## config.mk

```make
export PLATFORM = sky130hd
export DESIGN_NAME = tone_scheduler
export DESIGN_NICKNAME = d
export VERILOG_FILES = /design/src/rtl/tone_scheduler_pkg.sv /design/src/rtl/tone_scheduler_rom.sv /design/src/rtl/tone_scheduler.sv
export SDC_FILE = /design/constraint.sdc
export NUM_CORES = 1
export LEC_CHECK = 0
export ABC_AREA = 1
export CAP_MARGIN = 10
export CORE_UTILIZATION = 41
export DETAILED_ROUTE_END_ITERATION = 12
export HOLD_SLACK_MARGIN = 0.1
export PLACE_DENSITY = 0.65
export SLEW_MARGIN = 20
export SYNTH_ARGS = -nofsm -noshare
export SYNTH_HDL_FRONTEND = slang
export SYNTH_SLANG_ARGS = --single-unit
```

## constraint.sdc

```tcl
create_clock -name CLK -period 2.1 [get_ports CLK]
set_input_delay 0.42 -clock CLK [delete_from_list [all_inputs] [get_ports CLK]]
set_output_delay 0.42 -clock CLK [all_outputs]
set_load 0.01 [all_outputs]
```

## src/rtl/tone_scheduler_pkg.sv

```systemverilog
// tone_scheduler_pkg: state encodings, melody IDs, melody priority ranking and tone ROM contents
package tone_scheduler_pkg;
  typedef enum logic [2:0] {S_IDLE, S_COLOR, S_LOAD, S_PLAY, S_GAP} state_t;
  localparam logic [1:0] M_START = 2'd0;
  localparam logic [1:0] M_WIN   = 2'd1;
  localparam logic [1:0] M_LOSE  = 2'd2;
  localparam logic [1:0] M_HS    = 2'd3;
  function automatic logic [1:0] rank(input logic [1:0] m);
    return m == M_LOSE ? 2'd3 : m == M_WIN ? 2'd2 : m == M_HS ? 2'd1 : 2'd0;
  endfunction
  function automatic logic [1:0] top_pending(input logic [3:0] p);
    return p[M_LOSE] ? M_LOSE : p[M_WIN] ? M_WIN : p[M_HS] ? M_HS : M_START;
  endfunction
  function automatic logic [8:0] rom_word(input logic [4:0] a);
    logic [8:0] w;
    w = 9'd0;
    case (a)
      5'd0:  w = {4'd4, 4'd4, 1'b0};
      5'd1:  w = {4'd5, 4'd4, 1'b0};
      5'd2:  w = {4'd6, 4'd4, 1'b1};
      5'd8:  w = {4'd6, 4'd3, 1'b0};
      5'd9:  w = {4'd7, 4'd3, 1'b0};
      5'd10: w = {4'd8, 4'd3, 1'b0};
      5'd11: w = {4'd6, 4'd3, 1'b0};
      5'd12: w = {4'd8, 4'd3, 1'b0};
      5'd13: w = {4'd10, 4'd8, 1'b1};
      5'd16: w = {4'd12, 4'd8, 1'b0};
      5'd17: w = {4'd13, 4'd8, 1'b1};
      5'd24: w = {4'd8, 4'd2, 1'b0};
      5'd25: w = {4'd9, 4'd2, 1'b0};
      5'd26: w = {4'd10, 4'd2, 1'b0};
      5'd27: w = {4'd11, 4'd2, 1'b1};
      default: w = 9'd0;
    endcase
    return w;
  endfunction
endpackage

```

## src/rtl/tone_scheduler_rom.sv

```systemverilog
// tone_rom: combinational 32x9 melody ROM, addr {melody,step} -> data {note,dur,last}
module tone_rom
  import tone_scheduler_pkg::*;
(
  input  logic [4:0] addr,
  output logic [8:0] data
);
  assign data = rom_word(addr);
endmodule

```

## src/rtl/tone_scheduler.sv

```systemverilog
// tone_scheduler: colour tone / prioritised melody sequencer; in CLK RST_N TICK REQ_COLOR COLOR REQ_*, out TONE_EN TONE_SEL BUSY DONE
module tone_scheduler
  import tone_scheduler_pkg::*;
(
  input  logic       CLK,
  input  logic       RST_N,
  input  logic       TICK,
  input  logic       REQ_COLOR,
  input  logic [1:0] COLOR,
  input  logic       REQ_START,
  input  logic       REQ_WIN,
  input  logic       REQ_LOSE,
  input  logic       REQ_HS,
  output logic       TONE_EN,
  output logic [3:0] TONE_SEL,
  output logic       BUSY,
  output logic       DONE
);
  state_t     state;
  logic [3:0] pend, set, eff, clr, cnt;
  logic [1:0] cur, nxt;
  logic [2:0] step;
  logic [8:0] rom;
  logic       last, start, busy;
  assign busy  = state == S_LOAD || state == S_PLAY || state == S_GAP;
  assign set   = {REQ_HS, REQ_LOSE, REQ_WIN, REQ_START} & ~(busy ? 4'b0001 << cur : 4'b0000);
  assign eff   = pend | set;
  assign nxt   = top_pending(eff);
  assign start = |eff && (state == S_IDLE || state == S_COLOR ||
                 ((state == S_PLAY || state == S_GAP) && rank(nxt) > rank(cur)));
  assign clr   = start ? 4'b0001 << nxt : 4'b0000;
  assign BUSY  = busy;
  tone_rom u_rom (.addr({cur, step}), .data(rom));
  always_ff @(posedge CLK or negedge RST_N)
    if (!RST_N) begin
      state    <= S_IDLE;
      pend     <= 4'd0;
      cur      <= M_START;
      step     <= 3'd0;
      cnt      <= 4'd0;
      last     <= 1'b0;
      TONE_EN  <= 1'b0;
      TONE_SEL <= 4'd0;
      DONE     <= 1'b0;
    end else begin
      pend <= eff & ~clr;
      DONE <= 1'b0;
      if (start) begin
        state   <= S_LOAD;
        cur     <= nxt;
        step    <= 3'd0;
        TONE_EN <= 1'b0;
      end else
        case (state)
          S_IDLE:
            if (REQ_COLOR) begin
              state    <= S_COLOR;
              TONE_EN  <= 1'b1;
              TONE_SEL <= {2'b00, COLOR};
            end
          S_COLOR: begin
            TONE_SEL <= {2'b00, COLOR};
            if (!REQ_COLOR) begin
              state   <= S_IDLE;
              TONE_EN <= 1'b0;
            end
          end
          S_LOAD: begin
            state                  <= S_PLAY;
            TONE_EN                <= 1'b1;
            {TONE_SEL, cnt, last}  <= rom;
          end
          S_PLAY:
            if (TICK) begin
              if (cnt == 4'd1) begin
                TONE_EN <= 1'b0;
                DONE    <= last;
                step    <= last ? 3'd0 : step + 3'd1;
                state   <= last ? S_IDLE : S_GAP;
              end else
                cnt <= cnt - 4'd1;
            end
          S_GAP:
            if (TICK) state <= S_LOAD;
          default: state <= S_IDLE;
        endcase
    end
endmodule

```

Yosys cells after proc, flatten, opt, wreduce, memory -nomap -nowiden
Memory sizes are Yosys's and may differ from the RTL's.
Index checks and enable logic that the tools add are counted.
{"block": "classes", "addsub": 2, "magnitude_cmp": 1, "eq_ne": 19, "shift": 2, "muxes": 39, "n_bitwise": 6, "reduce_logical": 21}
{"operator": "two-way mux 3 bit", "count": 12}
{"operator": "two-way mux 4 bit", "count": 5}
{"operator": "case mux 3 bit (5 select lines)", "count": 1}
{"operator": "two-way mux 2 bit", "count": 7}
{"operator": "!= test 3 bit (second input constant)", "count": 4}
{"operator": "case mux 4 bit (3 select lines)", "count": 1}
{"operator": "two-way mux 1 bit", "count": 11}
{"operator": "AND reduction 5 bit", "count": 2}
{"operator": "AND 4 bit", "count": 2}
{"operator": "== test 2 bit (second input constant)", "count": 4}
{"operator": "inverter 4 bit", "count": 2}
{"operator": "case mux 4 bit (2 select lines)", "count": 1}
{"operator": "nonzero test 2 bit", "count": 4}
{"operator": "<< shifter 1 x 2 -> 4 bit (first input constant)", "count": 2}
{"operator": "== test 3 x 2 -> 1 bit (second input constant)", "count": 2}
{"operator": "!= test 2 bit (second input constant)", "count": 3}
{"operator": "AND reduction 3 bit", "count": 2}
{"operator": "logical OR 1 bit", "count": 5}
{"operator": "nonzero test 5 bit", "count": 1}
{"operator": "== test 2 x 1 -> 1 bit (second input constant)", "count": 2}
{"operator": "== test 4 x 1 -> 1 bit (second input constant)", "count": 1}
{"operator": "OR 4 bit", "count": 1}
{"operator": "case mux 1 bit (4 select lines)", "count": 1}
{"operator": "AND reduction 4 bit", "count": 1}
{"operator": "12 further kinds", "count": 13}
{"block": "word_totals", "register_bits": 23, "mem_bits_ro": 288, "inputBits": 10, "out_inout_bits": 7, "elab_cells": 100, "memories": 1}
{"memory": "(name not given)", "depth": 32, "word_bits": 9, "read_ports": 1, "rd_ports_with_merged_regs": 0, "wr": 0, "line_no": "tone_scheduler_pkg.sv:17", "source": "case (a)"}

Longest topological paths before layout
{"block": "depth", "word_depth": 21, "ltp_mapped": 18, "mapped_depth_nobuf": 18}

Cells and area by module
A second synthesis with hierarchy kept.
{"block": "unflattened", "cells_unflattened": 244, "hier_area_um2": 1700.4}
{"mod": "tone_scheduler", "instances": 1, "cells_each": 200, "area_per_inst_um2": 1507.7, "seq_area_each_um2": 575.6}
{"mod": "tone_rom", "instances": 1, "cells_each": 44, "area_per_inst_um2": 192.7, "seq_area_each_um2": 0.0}

Least setup slack after synthesis
No wires, ideal clock.
{"block": "synth_path", "kind": "register -> register", "startpoint": "register cur[0]", "endpoint": "register cur[1]", "setup_time_ns": 0.125, "arrival_ns": 2.105, "t_required_ns": 1.975, "path_slack_ns": -0.130, "path_stages_with_launch": 18, "path_buffers": 2, "synth_period_minus_slack_ns": 2.230, "cell_sequence": "dfrtp_1 > clkbuf_1 > inv_1 > ha_1 > nand2_1 > nand2_1 > nand2_2 > nor2_4 > inv_1 > ha_1 > a21oi_1 > a21oi_1 > nand2_1 > nand2_1 > nand2_4 > buf_6 > nand2_1 > o21ai_1"}
{"block": "synth_via", "elab_chain_cells": 16, "elab_cells_between_ends": 25, "classes_between": "order compare (1); eq/ne (6); shift (1); mux (10); bitwise (3); reduce/logical (4)"}
{"item": "from (decl)", "line_no": "tone_scheduler.sv:21", "source": "logic [1:0] cur, nxt;"}
{"item": "from (signal assigned)", "line_no": "tone_scheduler.sv:50", "source": "cur <= nxt;"}
{"item": "<< shifter 1 x 2 -> 4 bit", "line_no": "tone_scheduler.sv:26", "source": "assign set = {REQ_HS, REQ_LOSE, REQ_WIN, REQ_START} & ~(busy ? 4'b0001 << cur : 4'b0000);"}
{"item": "two-way mux 4 bit", "line_no": "tone_scheduler.sv:26"}
{"item": "inverter 4 bit", "line_no": "tone_scheduler.sv:26"}
{"item": "AND 4 bit", "line_no": "tone_scheduler.sv:26"}
{"item": "OR 4 bit", "line_no": "tone_scheduler.sv:27", "source": "assign eff = pend | set;"}
{"item": "two-way mux 2 bit (3 in series)", "line_no": "tone_scheduler_pkg.sv:12", "source": "return p[M_LOSE] ? M_LOSE : p[M_WIN] ? M_WIN : p[M_HS] ? M_HS : M_START;"}
{"item": "== test 2 bit", "line_no": "tone_scheduler_pkg.sv:9", "source": "return m == M_LOSE ? 2'd3 : m == M_WIN ? 2'd2 : m == M_HS ? 2'd1 : 2'd0;"}
{"item": "two-way mux 1 bit", "line_no": "tone_scheduler_pkg.sv:9"}
{"item": "two-way mux 2 bit (2 in series)", "line_no": "tone_scheduler_pkg.sv:9"}
{"item": "> comparator 2 bit", "line_no": "tone_scheduler.sv:30", "source": "((state == S_PLAY || state == S_GAP) && rank(nxt) > rank(cur)));"}
{"item": "logical AND 1 bit", "line_no": "tone_scheduler.sv:30"}
{"item": "logical OR 1 bit", "line_no": "tone_scheduler.sv:29", "source": "assign start = |eff && (state == S_IDLE || state == S_COLOR ||"}
{"item": "logical AND 1 bit", "line_no": "tone_scheduler.sv:29"}
Several ways; a longest one is shown, not always the timed one.
A chain may end at the register's enable or synchronous reset.

Worst setup path after layout
{"block": "layout_path", "startpoint": "register state[1]", "endpoint": "register cur[0]"}
{"block": "layout_via", "elab_chain_cells": 18, "elab_cells_between_ends": 27, "classes_between": "order compare (1); eq/ne (7); mux (7); bitwise (3); reduce/logical (9)"}
{"item": "from (decl)", "line_no": "tone_scheduler.sv:19", "source": "state_t state;"}
{"item": "from (signal assigned)", "line_no": "tone_scheduler.sv:79", "source": "state <= last ? S_IDLE : S_GAP;"}
{"item": "== test 3 x 2 -> 1 bit (on tied branches)", "line_no": "tone_scheduler.sv:25, tone_scheduler.sv:30"}
{"item": "logical OR 1 bit (2 in series)", "line_no": "tone_scheduler.sv:25", "source": "assign busy = state == S_LOAD || state == S_PLAY || state == S_GAP;"}
{"item": "two-way mux 4 bit", "line_no": "tone_scheduler.sv:26"}
{"item": "inverter 4 bit", "line_no": "tone_scheduler.sv:26"}
{"item": "AND 4 bit", "line_no": "tone_scheduler.sv:26"}
{"item": "OR 4 bit", "line_no": "tone_scheduler.sv:27"}
{"item": "two-way mux 2 bit (3 in series)", "line_no": "tone_scheduler_pkg.sv:12"}
{"item": "== test 2 bit", "line_no": "tone_scheduler_pkg.sv:9"}
{"item": "two-way mux 1 bit", "line_no": "tone_scheduler_pkg.sv:9"}
{"item": "two-way mux 2 bit (2 in series)", "line_no": "tone_scheduler_pkg.sv:9"}
{"item": "> comparator 2 bit", "line_no": "tone_scheduler.sv:30"}
{"item": "logical AND 1 bit", "line_no": "tone_scheduler.sv:30"}
{"item": "logical OR 1 bit", "line_no": "tone_scheduler.sv:29"}
{"item": "logical AND 1 bit", "line_no": "tone_scheduler.sv:29"}
Several ways; a longest one is shown, not always the timed one.

==> parameters.txt <==
Parameter                              Value

Status
  Status    finished with violations
  Violated checks    setup timing

CTS
  Deepest level of the CTS H-tree    1
  Clk buf depth    2
  Hold-fix buffers, CTS    0
  Skew-Pair Late Insertion Delay    0.27 ns
  CTS tree    done
  Clock tree root driver cell    clkbuf_8
  CTS sink count    23
  Clock Pin Slew Worst Setup and Hold Paths    0.09 ns
  CTS buffer count    3

Drt
  Number of design-rule violations left by the first detailed-router iteration    152
  Router iterations before antenna repair    4
  Via-per-instance ratio    roughly 5.0
  Via count of the routed design    1564
  Total Wirelength    4.03 mm
  Routed Antenna Nets    0
  DRC violation count after routing    0
  Drt wl/cell    roughly 13 µm

Worst setup path
  Slowest cell on crit path    dfrtp_1
  Most frequent cell on the critical path    nand2_2
  Delay of the slowest critical-path stage    0.41 ns
  Peak fanout along the critical path    8
  WS Path Type    flip-flop to flip-flop
  Data required time at the worst endpoint    around 2.2 ns
  Type of destination of the critical path    flip-flop
  Sequence of cells on the critical path    nor2_2, nand2_2, nand2_4, nand2_2, nand2_2, nand2_4, nor2_4, inv_2, ha_4, a21oi_2, a21oi_2, nand2_1, nand2_2, nand2_4, buf_6, nand2_2, o21ai_1
  Data arrival at the endpoint of the critical path    2.33 ns
  Type of origin of the critical path    flip-flop

Cells and area
  Count of antenna diodes in the layout    0
  Fraction of layout instances using a drive strength above 1    30.3%
  Total area of multi-input combinational cells    a little over 1000 µm²
  Flip-flop and latch area    around 580 µm²
  Layout net count    290
  Final Non-Filler Cells    approximately 310
  Most common cell after layout, fill and taps aside    nand2_1
  Number of fill cells in the layout    339
  Area growth syn-to-layout    38.9%
  Final core area utilization    between 60% and 70%
  Most frequent cells in the layout    nand2_1, buf_4, inv_1, dfrtp_1, nand3_1

Global routing
  Overall routing resource usage    between 20% and 30%
  Initial antenna violation count    0
  GR Overflow Total    0
  Pin count of the biggest net entering global routing    14
  Number of global-route vias before repair    1488
  First-pass GRT wire length    about 6.6 mm

STA
  Setup Total Neg Slack    -0.761 ns
  RSZ-0062 raised after global routing    yes
  Final Setup Violations    16
  Total count of hold-check failures in the final report    0
  Worst Clk Skew    ~0.0064 ns
  Crit share post-route    104%
  Slew at the pin closest to its max-slew limit    0.338 ns
  Final period demand of the worst path    2.19 ns
  Least setup slack across all paths after layout    -0.0917 ns
  Fmax    0.456 GHz
  Slew Limit Fails    0
  Worst relative slew slack    between 70% and 80%

Placed design
  Routability congestion estimate from global placement    0.820
  Count of input and output buffers    16
  Number of cells in the design after placement    296
  Worst slack at placement    -0.271 ns
  Post-DP HPWL    2.84 mm

Synthesis
  XOR/XNOR Fraction of Synth Area    1.09%
  Adder-Cell Fraction of Synth Area    11.7%
  Number of flip-flops and latches in the synthesized netlist    23
  Sequential fraction of the synthesis area    35.7%
  Total of warnings raised by yosys    0
  Synthesized area per cell    7.46 µm²
  Cell area after synthesis    1610 µm²
  Combinational family with the most area after synthesis    simple AND/OR/NAND/NOR gates
  Post-synthesis cell count    approximately 220
  Post-synthesis compound-gate area fraction    11.0%
  Mux cell area share after synthesis    0%
  Cell variety after synth    27
  Share of synthesized cell area in and, or, nand and nor gates    32.2%
  Number of nets in the synthesized netlist    241

Worst hold path
  Worst min path class    input port to async pin

Floorplanning
  Core ar.    3720 µm²
  Die footprint    4180 µm²
  Starting Density    43.3%
  Vertical die dimension    64.7 µm
  I/O pin total    17
  Die width    64.7 µm
  Std-Cell Rows    22

Power
  Lkg Pwr    1.10 nW
  Power per cell area    1470 nW/µm²
  Pwr Total    about 3.3 mW
  IR drop worst, VDD    approximately 0.00053 V

Run
  Max_cap viols    0
[cells by family after synthesis]
kind of cell / after synthesis
flip-flops: 23
AND/OR/NAND/NOR: 112
adder cells (fa/ha/maj): 15
buffers and inverters: 34
AO/OA/AOI/OAI: 30
XOR/XNOR: 2
[sequential cells by signal, indices dropped and copies added (netlist names)]
register and cells:
TONE_SEL 4, cnt 4, pend 4, state 3, step 3, cur 2
DONE 1, TONE_EN 1, last 1
[cell usage after synthesis]
library cell,number,area [µm²]
nor2_4,2,22.5
inv_1,29,109
clkbuf_1,1,3.75
nand2_4,2,22.5
o2111ai_1,1,8.76
or2_2,3,18.8
o21ai_1,2,10.0
nand2_2,6,37.5
a211oi_1,1,7.51
nand4_1,1,6.26
nor2_1,11,41.3
nand3_1,19,95.1
nor2_2,1,6.26
ha_1,15,188
dfrtp_1,23,576
nor3_1,5,25.0
o211ai_1,2,15.0
nand3_2,1,10.0
xor2_1,2,17.5
a21boi_4,1,18.8
nand3b_1,1,7.51
nand2_1,60,225
buf_6,1,11.3
a21oi_1,13,65.1
inv_2,3,11.3
o21ai_0,9,45.0
a31oi_1,1,6.26
[worst max-delay path, delay by kind of cell (launching register included)]
family                     cells  cell delay [ns]
DFF                            1             0.41
buffers and inverters          2             0.21
AOI/OAI and AO/OA              3             0.21
adders and majority gates      1             0.27
and+or+nand+nor               11             0.97
[where the power goes]
group / switching, mW / leakage, nW / total [mW] / internal (mW)
Sequential: 0.112 / 0.282 / 0.717 / 0.605
Combinational: 1.28 / 0.788 / 2.29 / 1.01
Clock: 0.144 / 0.0255 / 0.276 / 0.132
[final timing paths]
kind | start | end | slack (ns) | depth (start not counted)
setup / recovery | state[1] | cur[0] | -0.09 | 17
hold / removal | RST_N | pend[1] | 0.41 | 1
setup reg to reg | state[1] | cur[0] | -0.09 | 17
hold reg to reg | TONE_SEL[0] | TONE_SEL[0] | 0.48 | 2
max in group asynchronous | RST_N | cnt[2] | 1.22 | 2
min in group CLK | TONE_SEL[0] | TONE_SEL[0] | 0.48 | 2
[through the flow]
step	instance area, µm²	hold WS (ns)
final	2240	0.411
after floorplan	1640	0.124
after detailed placement	1970	0.459
after CTS	2160	0.409
after global placement	1970	0.457
after global routing	2240	0.422
[metal layers]
layer	GRT usage [%]	vias to the layer above	share of wire, %	wire length (µm)
met2	34.2	41	48	1940
li1	-	789	-	-
met4	3.33	0	0.72	29
met5	0	-	0	0
met1	27.2	730	46	1870
met3	3.70	4	4.9	197
[area by class of cell]
class / instances / share of cell area, %
Clock buffer: 3 / 1.85
Clock inverter: 1 / 0.224
Inverter: 32 / 5.59
Multi-Input combinational cell: 159 / 46.3
Sequential cell: 23 / 25.8
Tap cell: 48 / 2.68
Timing Repair Buffer: 46 / 17.5
[what timing repair did]
item                                    CTS  global route
endpoints found under the setup margin   20            21
setup buffers                             9             3
resized for setup                        17            14
pin swaps                                16            13
cloned                                    0             0
Note: power is estimated with default switching activity, not from simulation.
